$ cat config.mk
export PLATFORM = sky130hd
export DESIGN_NAME = grayscale
export DESIGN_NICKNAME = d
export VERILOG_FILES = /design/src/rtl/grayscale.sv
export SDC_FILE = /design/constraint.sdc
export NUM_CORES = 1
export LEC_CHECK = 0
export CAP_MARGIN = 10
export CORE_MARGIN = 2
export CORE_UTILIZATION = 58
export DETAILED_ROUTE_END_ITERATION = 8
export GPL_TIMING_DRIVEN = 0
export HOLD_SLACK_MARGIN = 0.15
export PLACE_DENSITY = 0.81
export SLEW_MARGIN = 20
export SYNTH_ARGS = -nofsm -noshare
export SYNTH_HDL_FRONTEND = slang
export SYNTH_SLANG_ARGS = --single-unit
$ cat constraint.sdc
create_clock -name clock -period 4.2 [get_ports clock]
set_clock_uncertainty 0.2 [all_clocks]
set_input_delay 0.63 -clock clock [delete_from_list [all_inputs] [get_ports clock]]
set_output_delay 0.63 -clock clock [all_outputs]
set_load 0.01 [all_outputs]
$ cat src/rtl/grayscale.sv
// grayscale: RGB-to-gray conversion stage feeding the Sobel edge stage.
// Pops 24-bit RGB pixels from a first-word-fall-through FIFO, converts each
// one to an 8-bit gray value through a two-stage registered pipeline and
// pushes the result into the gray FIFO. It counts pixels per frame and pulses
// done for one cycle after the last gray pixel of a frame has been written.
//
// Optional feature macro: GRAYSCALE_LUMA_EN
//   undefined : gray = floor((R+G+B)/3)
//   defined   : gray = (77*R + 150*G + 29*B) >> 8
// Latency, handshake and frame counting are identical in both builds.
module grayscale #(
    parameter int IMG_HEIGHT = 540,
    parameter int IMG_WIDTH  = 720
) (
    input  logic        clock,
    input  logic        reset,
    output logic        in_rd_en,
    input  logic        in_empty,
    input  logic [23:0] in_dout,
    output logic        gray_wr_en,
    input  logic        gray_full,
    output logic [7:0]  gray_din,
    output logic        done
);

    localparam int TOTAL_PIXELS = IMG_HEIGHT * IMG_WIDTH;
    localparam int CNT_W        = $clog2(TOTAL_PIXELS + 1);
    localparam logic [CNT_W-1:0] TOTAL_C = CNT_W'(TOTAL_PIXELS);
    localparam logic [CNT_W-1:0] LAST_C  = CNT_W'(TOTAL_PIXELS - 1);

`ifdef GRAYSCALE_LUMA_EN
    localparam int A_W = 16;
`else
    localparam int A_W = 10;
`endif

    typedef enum logic [0:0] {
        S_RUN  = 1'b0,
        S_DONE = 1'b1
    } state_t;

    state_t           state_q, state_d;
    logic [CNT_W-1:0] rd_count_q, rd_count_d;
    logic [CNT_W-1:0] wr_count_q, wr_count_d;
    logic             a_valid_q, a_valid_d;
    logic [A_W-1:0]   a_data_q, a_data_d;
    logic             b_valid_q, b_valid_d;
    logic [7:0]       b_data_q, b_data_d;

    logic             advance;
    logic [A_W-1:0]   a_calc;
    logic [7:0]       gray_calc;
    logic [7:0]       pix_r, pix_g, pix_b;

    assign pix_r = in_dout[23:16];
    assign pix_g = in_dout[15:8];
    assign pix_b = in_dout[7:0];

    // Arithmetic: stage A intermediate from the FIFO head, stage B byte from stage A.
    always_comb begin
`ifdef GRAYSCALE_LUMA_EN
        // Weights sum to 256, so the 16-bit sum cannot overflow.
        a_calc    = 16'd77 * 16'(pix_r) + 16'd150 * 16'(pix_g) + 16'd29 * 16'(pix_b);
        gray_calc = a_data_q[15:8];
`else
        // Max sum is 765, so the quotient always fits in a byte.
        a_calc    = 10'(pix_r) + 10'(pix_g) + 10'(pix_b);
        gray_calc = 8'(a_data_q / 10'd3);
`endif
    end

    // Handshake: the whole pipeline moves unless a valid output is blocked by a full FIFO.
    // Strobes are forced low while reset is held so the FIFOs see no traffic.
    always_comb begin
        advance    = !b_valid_q || !gray_full;
        in_rd_en   = !reset && (state_q == S_RUN) && !in_empty && advance
                     && (rd_count_q < TOTAL_C);
        gray_wr_en = !reset && b_valid_q && !gray_full;
        gray_din   = b_valid_q ? b_data_q : 8'd0;
        done       = (state_q == S_DONE);
    end

    // Pipeline next state: on advance, A takes the popped pixel (or a bubble), B takes A.
    always_comb begin
        a_valid_d = a_valid_q;
        a_data_d  = a_data_q;
        b_valid_d = b_valid_q;
        b_data_d  = b_data_q;
        if (advance) begin
            a_valid_d = in_rd_en;
            a_data_d  = in_rd_en ? a_calc : '0;
            b_valid_d = a_valid_q;
            b_data_d  = a_valid_q ? gray_calc : 8'd0;
        end
    end

    // Frame FSM and counters: pops stop at the frame size, done follows the last write.
    always_comb begin
        state_d    = state_q;
        rd_count_d = rd_count_q;
        wr_count_d = wr_count_q;
        case (state_q)
            S_RUN: begin
                if (in_rd_en) begin
                    rd_count_d = rd_count_q + 1'b1;
                end
                if (gray_wr_en) begin
                    wr_count_d = wr_count_q + 1'b1;
                    if (wr_count_q == LAST_C) begin
                        state_d = S_DONE;
                    end
                end
            end
            S_DONE: begin
                // Every popped pixel has been written, so the pipeline is already empty.
                rd_count_d = '0;
                wr_count_d = '0;
                state_d    = S_RUN;
            end
            default: begin
                state_d = S_RUN;
            end
        endcase
    end

    // State register: reset discards any in-flight pixels and restarts the frame count.
    always_ff @(posedge clock or posedge reset) begin
        if (reset) begin
            state_q    <= S_RUN;
            rd_count_q <= '0;
            wr_count_q <= '0;
            a_valid_q  <= 1'b0;
            a_data_q   <= '0;
            b_valid_q  <= 1'b0;
            b_data_q   <= 8'd0;
        end else begin
            state_q    <= state_d;
            rd_count_q <= rd_count_d;
            wr_count_q <= wr_count_d;
            a_valid_q  <= a_valid_d;
            a_data_q   <= a_data_d;
            b_valid_q  <= b_valid_d;
            b_data_q   <= b_data_d;
        end
    end

endmodule

### Word level (Yosys, flattened, before mapping)

Cells that the tools add are included.

| word-level totals | value |
|---|---|
| output and inout bits | 11 |
| register bits after elaboration | 59 |
| logic and storage cells | 38 |
| bits of input ports | 28 |

| operators by class | value |
|---|---|
| divide/modulo/power cells | 1 |
| magnitude comparators | 1 |
| bitwise gates (word level) | 1 |
| add/subtract/negate cells | 4 |
| reductions and logical operators | 11 |
| equal/unequal tests | 3 |
| muxes and demuxes | 10 |

Operators by type and width:

| kind | count |
|---|---|
| 19-bit case mux with 2 select lines | 2 |
| 19-bit by 1-bit adder with 19-bit output (second input constant) | 2 |
| 19-bit 2-to-1 mux | 2 |
| 19-bit == test (second input constant) | 1 |
| 19-bit less-than comparator (second input constant) | 1 |
| 8-bit 2-to-1 mux | 2 |
| 9-bit by 8-bit adder with 10-bit output | 1 |
| 10-bit by 2-bit divider with 10-bit output (second input constant) | 1 |
| 10-bit 2-to-1 mux | 1 |
| 8-bit by 8-bit adder with 9-bit output | 1 |
| 1-bit logical AND | 6 |
| 1-bit logical NOT | 4 |
| 2-bit inequality test (second input constant) | 2 |
| 1-bit 2-to-1 mux | 2 |
| 1-bit case mux with 2 select lines | 1 |
| 1-bit logical OR | 1 |
| 1-bit inverter | 1 |

### Logic depth before layout (Yosys ltp)

Gate-level depths: netlist of the first run.

| depth | value |
|---|---|
| depth after elaboration | 7 |
| depth in mapped cells | 19 |
| gate-level depth less buffers | 17 |

### Least setup slack after synthesis of the first run

Ideal clock, no wire load.

| path | value |
|---|---|
| path kind | reg2reg |
| start | register a_data_q[7] |
| end | register b_data_q[0] |
| path buffers | 1 |
| arrival | 2.891 ns |
| slack | 0.971 ns |
| setup time | 0.138 ns |
| cell stages (with the launch flop) | 15 |
| clock period less this slack | 3.229 ns |
| data required time | 3.862 ns |
| cell sequence | dfrtp_1 or4b_4 o22ai_2 a2bb2oi_1 nor3_1 buf_2 o21ai_0 nor2_1 a21oi_1 ha_1 nand2_1 or4_1 o311ai_1 a221o_1 o311ai_2 |

| between the ends | value |
|---|---|
| word-level cells in the longest chain between the ends | 2 |

RTL lines:

| element | RTL line | source |
|---|---|---|
| start: declaration | 46 | `logic [A_W-1:0] a_data_q, a_data_d;` |
| start signal: assignment | 141 | `a_data_q <= a_data_d;` |
| 10-bit by 2-bit divider with 10-bit output | 68 | `gray_calc = 8'(a_data_q / 10'd3);` |
| 8-bit 2-to-1 mux | 93 | `b_data_d = a_valid_q ? gray_calc : 8'd0;` |
| end signal: assignment | 143 | `b_data_q <= b_data_d;` |
| end: declaration | 48 | `logic [7:0] b_data_q, b_data_d;` |

No other way between the ends.
A chain may end at the register's enable or synchronous reset.

### Worst setup path in the final report of the first run

| path | value |
|---|---|
| start | input port gray_full |
| end | output port in_rd_en |

| between the ends | value |
|---|---|
| word-level cells in the longest chain between the ends | 4 |

RTL lines:

| element | RTL line | source |
|---|---|---|
| start: declaration | 21 | `input logic gray_full,` |
| 1-bit logical NOT | 75 | `advance = !b_valid_q \|\| !gray_full;` |
| 1-bit logical OR | 75 |  |
| 1-bit logical AND | 76 | `in_rd_en = !reset && (state_q == S_RUN) && !in_empty && advance` |
| 1-bit logical AND | 77 | `&& (rd_count_q < TOTAL_C);` |
| end: declaration | 17 | `output logic in_rd_en,` |

No other way between the ends.

==> results of run 1 <==
[cells by family (layout without fill, tap and decap cells)]
| family | Yosys count | after routing | share of synthesized area, % |
|---|---|---|---|
| mux | 2 | 2 | 0.652 |
| compound gates | 90 | 90 | 16.1 |
| buf+inv | 39 | 93 | 4.11 |
| flops | 59 | 59 | 38.5 |
| xor+xnor | 43 | 43 | 9.81 |
| simple gates | 178 | 178 | 22.9 |
| fa+ha+maj | 19 | 19 | 7.95 |
[synth_stat cells (4+ instances only)]
cell type and number:
a211oi_1 4, and2_1 10, xnor2_1 18, nand4_1 5, a21oi_1 23, buf_2 6, xor2_1 25, or3_1 4
fa_1 9, clkbuf_1 15, dfrtp_1 59, nor2_1 54, o21bai_1 4, inv_1 15, ha_1 10, nand3_1 19
nand2b_1 6, nor3_1 8, and3_1 6, nand2_1 43, o21ai_0 20, a22o_1 8
[metal layers]
layer | vias to the layer above | part of all wire [%] | GRT usage [%] | wire length [um]
met1 | 1559 | 47 | 33.7 | 3790
li1 | 1590 | - | - | -
met4 | 0 | 1.8 | 8.66 | 144
met2 | 83 | 47 | 38.4 | 3830
met5 | - | 0 | 0 | 0
met3 | 14 | 4.0 | 3.70 | 321
[state kept, by name, summed over array words and instances (netlist names)]
signal and cells:
b_valid_q 1, a_valid_q 1, wr_count_q 19, a_data_q 10, rd_count_q 19, done 1
b_data_q 8
[metrics by stage]
stage | hold WS (ns) | instances
floorplan | 0.242 | 430
global placement | 0.267 | 545
detailed placement | 0.279 | 546
CTS | 0.293 | 561
global route | 0.320 | 561
finish | 0.291 | 561
[layout make-up]
| class | count | area share (%) |
|---|---|---|
| Multi-Input combinational cell | 332 | 48.4 |
| Clock buffer | 11 | 3.33 |
| Inverter | 16 | 1.46 |
| Timing Repair Buffer | 39 | 8.96 |
| Tap cell | 77 | 2.12 |
| Sequential cell | 59 | 32.4 |
| Buffer | 23 | 2.17 |
| Clock inverter | 4 | 1.10 |
[power groups by stage]
stage	combinational [mW]	sequential (mW)	clock [mW]
2_1_floorplan	0.426	0.688	0
3_3_place_gp	0.537	0.699	0
3_5_place_dp	0.563	0.704	0
4_1_cts	0.567	0.694	0.535
5_1_grt	0.644	0.704	0.558
6_report	0.568	0.696	0.526
[worst paths after layout]
kind,from,to,cells past startpoint
max,gray_full,in_rd_en,8
min,b_data_q[2],b_data_q[2],1
max reg2reg,a_data_q[9],b_data_q[0],17
min reg2reg,b_data_q[2],b_data_q[2],1
max in group asynchronous,reset,a_data_q[9],3
min in group asynchronous,reset,b_data_q[0],2
[critical path: cells and delay by family]
| family | cells | cell delay, ns |
|---|---|---|
| AOI/OAI and AO/OA | 1 | 0.19 |
| buffers and inverters | 5 | 1.88 |
| and+or+nand+nor | 2 | 0.23 |
==> run_results.csv, run 1 <==
group,metric,value,unit
cts,hold_buffers,0,
floorplan,start_util,60.1,%
global_route,antenna_found_initial,0,
floorplan,die_x,85.4,um
power,intPower,1.19,mW
job,cap_violations,0,
critical_path,max_stage_delay,0.55,ns
floorplan,die_area,0.00729,mm2
floorplan,rows,29,
cells_and_area,antennaDiodeCount,0,
placement,placed_area,0.00435,mm2
cts,clock-sinks,59,
critical_path,crit_path_start_kind,"input port",
cts,postCtsSetupRepairBufs,0,
power,swShare,33.4,%
synthesis,synth-seq-cells,59,
synthesis,ys_seq_area_share,38.5,%
worst_hold_path,hold_class,"reg2reg",
cells_and_area,fill_cells,482,
critical_path,r2r_setup_slack,0.50,ns
cells_and_area,layout_commonest_cell,"dfrtp_1",
critical_path,cp-end-kind,"output pin",
global_route,overflow,0,
detailed_routing,drtIter0Drc,141,
timing,setup_viol,0,
power,peakVddDrop,0.226,mV
synthesis,postSynthAreaPerCell,8.93,um2
detailed_routing,wl_per_cell,14.4,um
placement,hpwl,5980,um
detailed_routing,viasPerCell,5.79,
synthesis,synthArstFlopShare,100,%
cts,cts_tree,"built",
synthesis,syn_inst,430,
critical_path,crit_top_cell,"clkdlybuf4s50_1",
detailed_routing,vias,3246,
floorplan,fp.dieH,85.4,um
synthesis,synth_warnings,0,
global_route,grt_pass1_vias,3096,
global_route,grt_pass1_wl,14000,um
cts,clockBufferDepth,2,
timing,fin_crit_sh,89.7,%
critical_path,path_cells,"clkdlybuf4s50_1 -> and2_1 -> clkbuf_1 -> nor4_1 -> o21ai_1 -> clkbuf_2 -> clkinvlp_4 -> clkdlybuf4s50_1",
global_route,grt_max_degree,55,
cts,ctsRootBufferMaster,"clkbuf_8",
cells_and_area,drive_above_1_share,7.23,%
placement,io_buffers,38,
synthesis,synth_area_leader_cell,"dfrtp_1",
timing,finalSetupTns,0,ns
detailed_routing,drc,0,
detailed_routing,drt_first_pass_iters,4,
cells_and_area,final_cell_mix,"59 x dfrtp_1, 54 x nor2_1, 43 x nand2_1",
synthesis,synth_nets,477,
detailed_routing,ant_nets,0,
cts,insertion_delay,0.34,ns
power,pwr-share-clk,29.4,%
synthesis,netlist_area,0.00384,mm2
cells_and_area,fin_area,0.00455,mm2
placement,place_congestion,0.912,
cts,cts_resized,0,
outcome,run_status,"finished, final reports clean",
power,p_leak,1.98,nW
timing,slew_headroom,58.8,%
synthesis,synth-main-ff-cell,"dfrtp_1",
synthesis,synth_edf_count,0,
power,combPwrFrac,31.7,%
timing,drv_slew,0,
cells_and_area,utilization,71.3,%
timing,hold_viol,0,
timing,postLayoutSetupSlackWorst,0.431,ns
timing,fmax,265,MHz
power,seqPwrFrac,38.9,%
global_route,grt_use_total,24.1,%
cells_and_area,syn2layout_area_growth,18.6,%
critical_path,worstPathRequired,3.37,ns
timing,rsz0062_at_grt,"false",
floorplan,ios,39,
critical_path,path_max_fanout,10,
cts,clk_pin_slew,0.07,ns
detailed_routing,routed_wl,8080,um
synthesis,synth.area.top_cells,"dfrtp_1 38%, xor2_1 5.7%, nor2_1 5.3%",
cts,cts_buffers,9,
timing,max_slew.worst_pin.slew,0.614,ns
cells_and_area,fin_nets,527,
cells_and_area,seq_area,0.00148,mm2
synthesis,yosys.area.top_type_share,38.5,%
power,power.density,393,mW/mm2
cts,cts_max_level,3,
power,finalPower,1.79,mW
placement,place_ws,0.148,ns
floorplan,core,0.00639,mm2
critical_path,crit_slowest_cell,"clkdlybuf4s50_1",
critical_path,criticalPathCategory,"in2out",
cells_and_area,multi_input_area,0.00220,mm2
synthesis,synth_cell_type_count,63,
critical_path,crit_arrival,2.94,ns
timing,min_period,3.77,ns
power,p_switching,0.597,mW
Power figures use the tool's default switching activity.
==> run 2, diff against run 1 <==
RECOVER_POWER = 25   (was not set)
==> run 2 against run 1 <==
Against the previous run: the run now ends with max-capacitance violations, max-slew violations left; first-iteration DRC count down 0.71%; final cell count is the same; core utilization decreased by 0.25 points; register-to-register slack about the same; worst hold slack hardly changed; power decreased by 0.33%; global-route usage unchanged; count of clock-buffer cells in the layout stayed put; via count fell by 0.25%; largest power group unchanged; highest routed layer unchanged.
==> run_results.csv, run 2 (synthesis gave the netlist of run 1 again) <==
group,metric,value,unit
outcome,run_status,"finished, violations left",
outcome,violations,"max-capacitance violations, max-slew violations",
critical_path,crit_start,"gray_full",
cts,clk_pin_slew,0.07,ns
timing,setup_viol,0,
timing,postLayoutSetupSlackWorst,0.433,ns
floorplan,die_area,0.00729,mm2
floorplan,fp.dieH,85.4,um
critical_path,crit_top_cell,"clkdlybuf4s50_1",
floorplan,ios,39,
detailed_routing,viasPerCell,5.77,
timing,whs,0.291,ns
detailed_routing,drtIter0Drc,140,
cells_and_area,fin_nets,527,
global_route,grt_pass1_vias,3096,
critical_path,path_cells,"clkdlybuf4s50_1 -> and2_1 -> clkbuf_1 -> nor4_1 -> o21ai_1 -> clkbuf_2 -> clkinvlp_4 -> clkdlybuf4s50_1",
floorplan,die_x,85.4,um
timing,slew_headroom,-53.4,%
cells_and_area,top_regs,"rd_count_q x19, wr_count_q x19, a_data_q x10",
timing,rsz0062_at_grt,"false",
timing,max_slew.worst_pin.slew,2.30,ns
cells_and_area,syn2layout_area_growth,18.2,%
cts,clock-sinks,59,
cts,clockBufferDepth,2,
timing,drv_slew,55,
critical_path,crit_path_start_kind,"input port",
power,finalPower,1.78,mW
critical_path,criticalPathCategory,"in2out",
placement,place_ws,0.148,ns
power,peakVddDrop,0.226,mV
cells_and_area,layout_commonest_cell,"dfrtp_1",
global_route,met2_usage,38.4,%
critical_path,crit_slowest_cell,"clkdlybuf4s50_1",
critical_path,max_stage_delay,0.55,ns
cts,cts_max_level,3,
critical_path,crit_arrival,2.94,ns
floorplan,start_util,60.1,%
cells_and_area,antennaDiodeCount,0,
power,power.density,393,mW/mm2
timing,finalSetupTns,0,ns
cts,cts_buffers,9,
cts,ctsRootBufferMaster,"clkbuf_8",
floorplan,core,0.00639,mm2
worst_hold_path,hold_start,"b_data_q[2]",
global_route,antenna_found_initial,0,
timing,fin_crit_sh,89.7,%
global_route,met1_usage,33.7,%
placement,place_inst,546,
detailed_routing,drc,0,
cts,cts_tree,"built",
worst_hold_path,hold_class,"reg2reg",
global_route,grt_max_degree,55,
detailed_routing,ant_nets,0,
detailed_routing,routed_wl,8070,um
global_route,grt_use_total,24.1,%
global_route,grt_pass1_wl,14000,um
cells_and_area,drive_above_1_share,7.02,%
critical_path,path_max_fanout,10,
detailed_routing,wl_per_cell,14.4,um
cells_and_area,fin_area,0.00454,mm2
global_route,overflow,0,
placement,place_congestion,0.912,
cts,postCtsSetupRepairBufs,0,
cts,hold_buffers,0,
timing,hold_viol,0,
placement,placed_area,0.00435,mm2
cells_and_area,final_cell_mix,"59 x dfrtp_1, 54 x nor2_1, 43 x nand2_1",
cts,cts_resized,0,
timing,min_period,3.77,ns
detailed_routing,vias,3238,
detailed_routing,drt_first_pass_iters,4,
critical_path,rr_startpoint,"a_data_q[9]",
placement,hpwl,5980,um
placement,io_buffers,38,
cts,insertion_delay,0.34,ns
critical_path,worstPathRequired,3.37,ns
global_route,busiest_layer,"met2",
power,p_leak,1.97,nW
timing,fmax,265,MHz
global_route,grt_use_met3,3.70,%
cells_and_area,final-instance-count-excl-fill,561,
cells_and_area,utilization,71.0,%
critical_path,cp-end-kind,"output pin",
floorplan,rows,29,
job,cap_violations,1,
## run 2: path summary, 6_finish.rpt
kind | endpoint | slack (ns) | cells past startpoint
hold reg to reg | b_data_q[2] | 0.29 | 1
setup reg to reg | b_data_q[0] | 0.51 | 17
hold / removal | b_data_q[2] | 0.29 | 1
max in group asynchronous | rd_count_q[4] | 0.76 | 3
setup / recovery | in_rd_en | 0.43 | 8
min in group asynchronous | b_data_q[2] | 0.57 | 2
## run 2: area by class of cell
class | instances | area [um2]
clock buffers | 11 | 151
repair buffers | 39 | 393
multi-input cells | 332 | 2200
inverters | 16 | 65.1
fillers | 485 | 1850
clock inverters | 4 | 50.0
plain buffers | 23 | 98.8
flip-flops and latches | 59 | 1480
well taps | 77 | 96.3
## run 2: worst max-delay path, delay by kind of cell
family / cells / cell delay (ns)
and+or+nand+nor: 2 / 0.23
buffers and inverters: 5 / 1.88
AOI/OAI and AO/OA: 1 / 0.19
## run 2: routing by layer
layer | part of all wire (%) | wire length (um)
met5 | 0 | 0
met3 | 3.8 | 307
met2 | 47 | 3800
met4 | 1.8 | 144
met1 | 47 | 3820
## run 2: power by group
group          leakage, nW  switching (mW)  total [mW]  internal, mW
Clock               0.0974           0.223       0.525         0.302
Combinational         1.08           0.308       0.564         0.256
Sequential           0.791          0.0625       0.695         0.633
Total                 1.97           0.594        1.78          1.19
